==> src/rtl/interrupt_ack_controller.sv <==
// CPU-side acknowledge engine of the 8259A: raises INT, runs the 2/3-pulse INTA
// sequence, drives CALL/vector bytes and owns the in-service register.
module interrupt_ack_controller #(
   parameter logic [7:0] CALL_OPCODE = 8'hCD
) (
   input  logic       clk,
   input  logic       rst_n,
   input  logic       mode,
   input  logic [7:0] interrupt,
   input  logic       inta_n,
   input  logic       icw1_adi,
   input  logic [2:0] icw1_a7_a5,
   input  logic [7:0] icw2,
   input  logic       auto_eoi,
   input  logic       eoi_pulse,
   input  logic       eoi_specific,
   input  logic [2:0] eoi_level,
   output logic       int_out,
   output logic [7:0] data_out,
   output logic       data_out_en,
   output logic [7:0] clear_irr,
   output logic [7:0] in_service_register,
   output logic [7:0] highest_level_in_service
);

   typedef enum logic [2:0] {IDLE, ACK1, WAIT2, ACK2, WAIT3, ACK3} state_t;

   state_t     state_q, state_d;
   logic       inta_d_q;
   logic       int_out_q, int_out_d;
   logic [7:0] data_out_q, data_out_d;
   logic       data_en_q, data_en_d;
   logic [7:0] clear_irr_q, clear_irr_d;
   logic [7:0] isr_q, isr_d;
   logic [2:0] level_q, level_d;
   logic       mode_q, mode_d;
   logic       spurious_q, spurious_d;

   logic       inta_fall, inta_rise;
   logic [2:0] req_level;
   logic [7:0] set_mask, aeoi_mask, eoi_mask;
   logic [7:0] vector_byte;
   logic       final_rise;

   assign inta_fall = inta_d_q & ~inta_n;
   assign inta_rise = ~inta_d_q & inta_n;

   // Lowest index wins should the resolver ever hand over more than one bit.
   always_comb begin
      req_level = 3'd0;
      for (int i = 7; i >= 0; i--) begin
         if (interrupt[i]) req_level = 3'(i);
      end
   end

   always_comb begin
      vector_byte = {icw2[7:3], level_q};
      if (!mode_q) begin
         if (icw1_adi) vector_byte = {icw1_a7_a5, level_q, 2'b00};
         else          vector_byte = {icw1_a7_a5[2:1], level_q, 3'b000};
      end
   end

   always_comb begin
      state_d     = state_q;
      int_out_d   = int_out_q;
      data_out_d  = data_out_q;
      data_en_d   = data_en_q;
      clear_irr_d = 8'h00;
      level_d     = level_q;
      mode_d      = mode_q;
      spurious_d  = spurious_q;
      set_mask    = 8'h00;
      final_rise  = 1'b0;
      case (state_q)
         IDLE: begin
            int_out_d = |interrupt;
            if (inta_fall && int_out_q) begin
               state_d   = ACK1;
               int_out_d = 1'b0;
               mode_d    = mode;
               if (interrupt == 8'h00) begin
                  level_d    = 3'd7;
                  spurious_d = 1'b1;
               end else begin
                  level_d     = req_level;
                  spurious_d  = 1'b0;
                  set_mask    = 8'd1 << req_level;
                  clear_irr_d = 8'd1 << req_level;
               end
               if (mode) begin
                  data_en_d = 1'b0;
               end else begin
                  data_out_d = CALL_OPCODE;
                  data_en_d  = 1'b1;
               end
            end
         end
         ACK1: begin
            if (inta_rise) begin
               state_d   = WAIT2;
               data_en_d = 1'b0;
            end
         end
         WAIT2: begin
            if (inta_fall) begin
               state_d    = ACK2;
               data_out_d = vector_byte;
               data_en_d  = 1'b1;
            end
         end
         ACK2: begin
            if (inta_rise) begin
               data_en_d = 1'b0;
               if (mode_q) begin
                  state_d    = IDLE;
                  final_rise = 1'b1;
               end else begin
                  state_d = WAIT3;
               end
            end
         end
         WAIT3: begin
            if (inta_fall) begin
               state_d    = ACK3;
               data_out_d = icw2;
               data_en_d  = 1'b1;
            end
         end
         ACK3: begin
            if (inta_rise) begin
               state_d    = IDLE;
               data_en_d  = 1'b0;
               final_rise = 1'b1;
            end
         end
         default: state_d = IDLE;
      endcase
   end

   // Clears apply before sets so a new acknowledge wins over an EOI on the same bit.
   always_comb begin
      aeoi_mask = 8'h00;
      eoi_mask  = 8'h00;
      if (final_rise && auto_eoi && !spurious_q) aeoi_mask = 8'd1 << level_q;
      if (eoi_pulse) begin
         if (eoi_specific) eoi_mask = 8'd1 << eoi_level;
         else              eoi_mask = highest_level_in_service;
      end
      isr_d = (isr_q & ~(eoi_mask | aeoi_mask)) | set_mask;
   end

   always_ff @(posedge clk or negedge rst_n) begin
      if (!rst_n) begin
         state_q     <= IDLE;
         inta_d_q    <= 1'b1;
         int_out_q   <= 1'b0;
         data_out_q  <= 8'h00;
         data_en_q   <= 1'b0;
         clear_irr_q <= 8'h00;
         isr_q       <= 8'h00;
         level_q     <= 3'd0;
         mode_q      <= 1'b0;
         spurious_q  <= 1'b0;
      end else begin
         state_q     <= state_d;
         inta_d_q    <= inta_n;
         int_out_q   <= int_out_d;
         data_out_q  <= data_out_d;
         data_en_q   <= data_en_d;
         clear_irr_q <= clear_irr_d;
         isr_q       <= isr_d;
         level_q     <= level_d;
         mode_q      <= mode_d;
         spurious_q  <= spurious_d;
      end
   end

   assign int_out                  = int_out_q;
   assign data_out                 = data_out_q;
   assign data_out_en              = data_en_q;
   assign clear_irr                = clear_irr_q;
   assign in_service_register      = isr_q;
   assign highest_level_in_service = isr_q & (~isr_q + 8'd1);

endmodule

==> config.mk <==
export PLATFORM = sky130hd
export DESIGN_NAME = interrupt_ack_controller
export DESIGN_NICKNAME = d
export VERILOG_FILES = /design/src/rtl/interrupt_ack_controller.sv
export SDC_FILE = /design/constraint.sdc
export NUM_CORES = 1
export LEC_CHECK = 0
export CAP_MARGIN = 5
export CORE_MARGIN = 1
export CORE_UTILIZATION = 42
export CTS_CLUSTER_DIAMETER = 50
export CTS_CLUSTER_SIZE = 14
export DETAILED_ROUTE_END_ITERATION = 10
export PLACE_DENSITY_LB_ADDON = 0.1
export RECOVER_POWER = 25
export SLEW_MARGIN = 15
export SYNTH_ARGS = -nofsm -noshare
export SYNTH_HDL_FRONTEND = slang
export SYNTH_SLANG_ARGS = --single-unit
==> constraint.sdc <==
create_clock -name clk -period 1.9 [get_ports clk]
set_clock_uncertainty 0.2 [all_clocks]
set_input_delay 0.19 -clock clk [delete_from_list [all_inputs] [get_ports clk]]
set_output_delay 0.19 -clock clk [all_outputs]
set_load 0.05 [all_outputs]
==> run_results.csv, run 1 <==
group,metric,value,unit
final_layout,drive_above_1_share,28.19,%
floorplanning,rows,24,
routing,ant_nets,0,
placed_design,portBuffers,63,
global_route,grt_use_met2,33.86,%
critical_path,critPathMaxStageDelay,400,ps
clocking,cts_sinks,35,
global_route,grt_first_pass_wirelength,8666,um
clocking,clk_pin_slew,80,ps
global_route,track_usage,21.58,%
timing,finalSetupTns,-1.484,ps
power_and_ir_drop,power.internal,2035,uW
power_and_ir_drop,power_frac_comb,49.9,%
floorplanning,die-width,71.32,um
power_and_ir_drop,seq_power_share,31.5,%
global_route,grt.met3_usage,4.079,%
routing,via_count,1874,
critical_path,start_kind,"flip-flop",
status,violations,"design-rule violations, negative setup slack",
clocking,insertion_delay,280,ps
floorplanning,die_y,71.32,um
global_route,top_usage_layer,"met2",
timing,setup_ws,-1.484,ps
synth,syn_nets,242,
power_and_ir_drop,p_per_area,1168,nW/um^2
routing,wl,4944,um
critical_path,path_max_fanout,5,
synth,async_flop_share,100.0,%
hold_path,min_from,"data_out[2]",
clocking,cts_max_path_buffers,2,
final_layout,final_cell_mix,"buf_4, clkdlybuf4s50_1, dfrtp_1",
final_layout,syn_to_final_growth,48.48,%
power_and_ir_drop,clockPowerShare,18.6,%
timing,tightest_slew,861.2,ps
synth,yosys_warnings,0,
power_and_ir_drop,switching_share,41.88,%
floorplanning,start_util,45.11,%
global_route,grt_pass1_vias,1881,
placed_design,gp_congestion,0.8444,
routing,drt-initial-drc-count,118,
timing,finalCriticalPeriod,1901,ps
critical_path,crit_path_start,"in_service_register[2]",
synth,ys_types,54,
final_layout,n_antenna_cell,0,
routing,detail_route.first_pass.iterations,7,
clocking,clock-root-buffer,"clkbuf_8",
global_route,antenna_found_initial,0,
timing,rsz0062_at_grt,"true",
timing,slew_headroom,42.59,%
synth,synthCells,212,
timing,drv_slew,0,
routing,post_drt_wl_per_cell,14.13,um
power_and_ir_drop,power,3501,uW
power_and_ir_drop,p_switching,1466,uW
clocking,cts_max_level,2,
routing,drc,6,
synth,yosysSeqAreaShare,43.46,%
global_route,grt_max_degree,36,
critical_path,crit_path_end_kind,"primary output",
global_route,grt_overflow_total,0,
power_and_ir_drop,p_leak,0.001357,uW
timing,timing.fmax,525.9,MHz
critical_path,cp.required,1510,ps
synth,syn_area,2018,sq um
final_layout,layout_commonest_cell,"buf_4",
status,status,"complete, but fails checks",
floorplanning,io_pins,64,
timing,setup_viol,1,
synth,avgSynthCellArea,9.520,sq um
power_and_ir_drop,irDropWorstVdd,0.6762,mV
synth,synth-seq-cells,35,
synth,synth-edff-count,0,
critical_path,crit_chain,"nor4_2 > buf_4 > and4b_2 > buf_12",
clocking,cts_buffers,5,
final_layout,nets,327,
routing,vias_per_cell,5.354,
floorplanning,dieArea,5087,sq um
timing,finalCritPeriodShare,100.1,%
synth,synth_flop_cell,"dfrtp_1",
critical_path,critical_path_class,"flip-flop to primary output",
critical_path,critPathArrivalTime,1510,ps
global_route,grt_use_met1,30.43,%
critical_path,slowest_stage,"dfrtp_1",
clocking,cts_hold_buf,0,
clocking,cts_tree,"yes",
placed_design,dpl.hpwl,3834,um
flow_run,cap_violations,0,
hold_path,hold_path.class,"flip-flop to flip-flop",
critical_path,timing.rr.start,"inta_d_q",
floorplanning,fp.coreArea,4474,sq um
timing,hold_viol_final,0,
power by group through the flow:
stage	combinational, uW	clock [uW]	sequential, uW
after global routing	1890	696	1130
after floorplan	873	0	1390
after global placement	1710	0	1110
final	1750	651	1100
after CTS	1760	668	1100
after detailed placement	1730	0	1120
registers in the layout (all words and copies together), names as in the netlist:
register	cells
spurious_q	1
level_q	3
clear_irr	8
inta_d_q	1
data_out_en	1
mode_q	1
int_out	1
in_service_register	8
data_out	8
state_q	3
worst max-delay path: cells and delay by family (launching register included):
kind                   cells  cell delay, ps
buffers and inverters      2             310
flip-flops                 1             400
AND/OR/NAND/NOR            2             520
per-stage QoR:
| stage | util, % | instance area (sq um) | cells | worst slack [ps] | hold slack [ps] |
|---|---|---|---|---|---|
| 3_5_place_dp | 64.21 | 2873 | 340 | -203.0 | 300.4 |
| 4_1_cts | 66.92 | 2994 | 350 | -22.62 | 139.1 |
| 5_1_grt | 66.97 | 2997 | 350 | -76.94 | 344.5 |
| 6_report | 66.97 | 2997 | 350 | -1.484 | 321.0 |
| 2_1_floorplan | - | 2038 | 212 | -250.3 | -305.6 |
| 3_3_place_gp | 64.21 | 2873 | 340 | -174.5 | 289.4 |
cell families after synthesis:
family / Yosys count / share of synthesized area [%]
and+or+nand+nor: 98 / 27.96
AOI/OAI and AO/OA: 48 / 18.29
DFF: 35 / 43.46
buffers and inverters: 22 / 5.579
muxes: 8 / 4.278
xor gates and xnor gates: 1 / 0.4341
Yosys cell counts, types with 2 or more instances:
master / n / area (sq um)
dfrtp_1: 34 / 850.8
nor2_1: 27 / 101.4
nand2_1: 12 / 45.04
o21ai_0: 10 / 50.05
inv_1: 9 / 33.78
nand2b_1: 8 / 50.05
nor2b_1: 6 / 37.54
nor3_1: 6 / 30.03
a21oi_1: 5 / 25.02
a21oi_2: 5 / 43.79
and2_1: 5 / 31.28
and3b_1: 5 / 43.79
mux2_2: 5 / 56.30
and3_1: 4 / 25.02
clkbuf_1: 4 / 15.01
nand3_1: 4 / 20.02
o211ai_1: 4 / 30.03
a22o_1: 3 / 26.28
and4b_1: 3 / 30.03
buf_2: 3 / 15.01
buf_4: 3 / 22.52
mux2i_1: 3 / 30.03
nand4b_1: 3 / 26.28
o21bai_1: 3 / 22.52
o22ai_1: 3 / 18.77
buf_6: 2 / 22.52
nand4_1: 2 / 12.51
nor3b_1: 2 / 15.01
o2111ai_2: 2 / 30.03
o2bb2ai_1: 2 / 17.52
o31ai_1: 2 / 15.01
final timing paths:
path	endpoint	slack (ps)	cells after the start
worst max-delay path	highest_level_in_service[7]	-1	4
worst min-delay path	data_out[2]	320	2
worst max register to register	data_out[5]	30	3
worst min register to register	data_out[2]	320	2
max in group asynchronous	clear_irr[0]	610	2
min in group asynchronous	clear_irr[1]	350	2
cell type report:
| class | count | area (sq um) |
|---|---|---|
| inverters | 9 | 33.78 |
| repair buffers | 91 | 864.6 |
| well taps | 52 | 65.06 |
| fillers | 385 | 1478 |
| clock inverters | 1 | 30.03 |
| multi-input cells | 155 | 1050 |
| clock buffers | 7 | 76.32 |
| flip-flops and latches | 35 | 877.1 |
metal layers:
metal	up-vias	part of all wire [%]	wire length (um)
li1	929	-	-
met1	875	48	2369
met2	65	46	2277
met3	5	5.1	254
met4	0	0.85	42
met5	-	0	0
timing repair:
action,4_1_cts,5_1_grt
cloned,0,0
pin swaps,2,0
buffers inserted,2,0
resized for setup,0,2
endpoints found under the setup margin,5,8
No activity file was read; power rests on OpenSTA's default activity.
==> inputs of run 2 (changes only) <==
GPL_TIMING_DRIVEN = 0   (was unset)
==> run_results.csv, run 2 (synthesis gave the netlist of run 1 again) <==
group,metric,value,unit
power_and_ir_drop,p_per_area,1158,nW/um^2
critical_path,critPathMaxStageDelay,620,ps
clocking,clock-root-buffer,"clkbuf_8",
clocking,cts_buffers,5,
timing,finalCritPeriodShare,102.8,%
final_layout,final_cell_mix,"clkdlybuf4s50_1, dfrtp_1, nor2_1",
timing,timing.fmax,512.2,MHz
routing,via_count,1871,
final_layout,fillers,380,
routing,vias_per_cell,5.300,
critical_path,r2r_setup_slack,-40,ps
global_route,grt_first_pass_wirelength,7969,um
power_and_ir_drop,irDropWorstVdd,0.7977,mV
critical_path,worst-r2r-cell-count,4,
timing,setup_ws,-52.52,ps
status,status,"complete, but fails checks",
timing,rsz0062_at_grt,"true",
placed_design,dpl_worst_slack,-616.6,ps
global_route,grt_pass1_vias,1720,
floorplanning,dieArea,5087,sq um
status,violations,"design-rule violations, negative setup slack",
floorplanning,die-width,71.32,um
routing,ant_nets,0,
clocking,cts_sinks,35,
timing,setup_viol,6,
critical_path,crit_path_end_kind,"flip-flop",
critical_path,crit_path_start,"inta_n",
clocking,cts_tree,"yes",
global_route,antenna_found_initial,0,
global_route,grt_max_degree,35,
critical_path,critPathArrivalTime,1920,ps
floorplanning,start_util,45.11,%
final_layout,nets,330,
final_layout,syn_to_final_growth,51.77,%
critical_path,slowest_stage,"dlygate4sd3_1",
critical_path,setup.worst_path.end,"in_service_register[4]",
final_layout,layout_commonest_cell,"clkdlybuf4s50_1",
routing,wl,5069,um
final_layout,design_area,3063,sq um
timing,drv_slew,0,
placed_design,dpl.hpwl,3586,um
timing,hold_viol_final,0,
timing,tightest_slew,836.7,ps
global_route,grt_overflow_total,0,
routing,drt-initial-drc-count,127,
floorplanning,fp.coreArea,4474,sq um
final_layout,fin_cells,353,
power_and_ir_drop,p_leak,0.001375,uW
critical_path,crit_chain,"dlygate4sd3_1 > and3b_1 > buf_6 > o2111ai_4 > or3_1 > a32o_1",
final_layout,drive_above_1_share,24.92,%
routing,post_drt_wl_per_cell,14.36,um
clocking,insertion_delay,280,ps
hold_path,hold_path.class,"input pin to async pin",
placed_design,portBuffers,62,
critical_path,critical_path_class,"input pin to flip-flop",
critical_path,cp.required,1870,ps
final_layout,n_antenna_cell,0,
floorplanning,die_y,71.32,um
critical_path,timing.rr.start,"inta_d_q",
routing,detail_route.first_pass.iterations,7,
routing,drc,6,
placed_design,gp_congestion,0.8073,
placed_design,placedCellCount,327,
timing,finalCriticalPeriod,1953,ps
global_route,track_usage,20.05,%
floorplanning,io_pins,64,
critical_path,path_max_fanout,5,
clocking,cts_max_path_buffers,2,
timing,slew_headroom,44.22,%
clocking,clk_pin_slew,70,ps
clocking,cts_max_level,2,
flow_run,cap_violations,0,
critical_path,r2r_end,"data_out[4]",
critical_path,start_kind,"input pin",
floorplanning,rows,24,
placed_design,dpl_cell_area,2739,sq um
timing,finalSetupTns,-203.7,ps
-- run 2: metal layers --
layer / global-route usage (%) / part of all wire, %
met4: 5.111 / 0.87
met3: 4.360 / 4.5
met5: 0 / 0
met2: 31.43 / 47
met1: 28.38 / 47
-- run 2: worst min path at each step --
stage | cells past startpoint | endpoint | slack, ps
final | 2 | in_service_register[2] | 30
after global routing | 2 | in_service_register[2] | 20
after CTS | 2 | in_service_register[2] | 30
after detailed placement | 1 | in_service_register[2] | -210
after global placement | 2 | spurious_q | 290
after floorplan | 0 | clear_irr[0] | -310
-- run 2: worst max-delay path: cells and delay by family --
kind / cells / cell delay [ps]
simple gates: 2 / 590
compound gates: 2 / 380
buf+inv: 2 / 760
-- run 2: final cells by class --
class / instances / area (sq um) / share of cell area, %
Buffer: 13 / 108.9 / 3.554
Clock buffer: 6 / 72.57 / 2.369
Clock inverter: 2 / 12.51 / 0.4085
Inverter: 9 / 33.78 / 1.103
Multi-Input combinational cell: 155 / 1115 / 36.40
Sequential cell: 35 / 880.8 / 28.76
Tap cell: 52 / 65.06 / 2.124
Timing Repair Buffer: 81 / 774.5 / 25.29
-- run 2: power breakdown --
| part | internal [uW] | switching [uW] | leakage [uW] |
|---|---|---|---|
| clock | 256 | 262 | 0.0000412 |
| combinational | 829 | 1150 | 0.000895 |
| sequential | 928 | 120 | 0.000439 |
-- run 2: what timing repair did --
action	CTS	global route
buffers inserted	7	10
endpoints found under the hold margin	35	0
endpoints found under the setup margin	25	25
hold buffers	1	0
cloned	0	1
pin swaps	7	10
resized for setup	63	20
-- run 2: metrics by stage --
step	total power [uW]	util, %	hold slack (ps)
3_3_place_gp	2740	60.88	290.2
5_1_grt	3785	68.46	23.22
3_5_place_dp	2775	61.21	-211.0
4_1_cts	3422	65.49	30.85
2_1_floorplan	2266	-	-305.6
6_report	3548	68.46	25.13
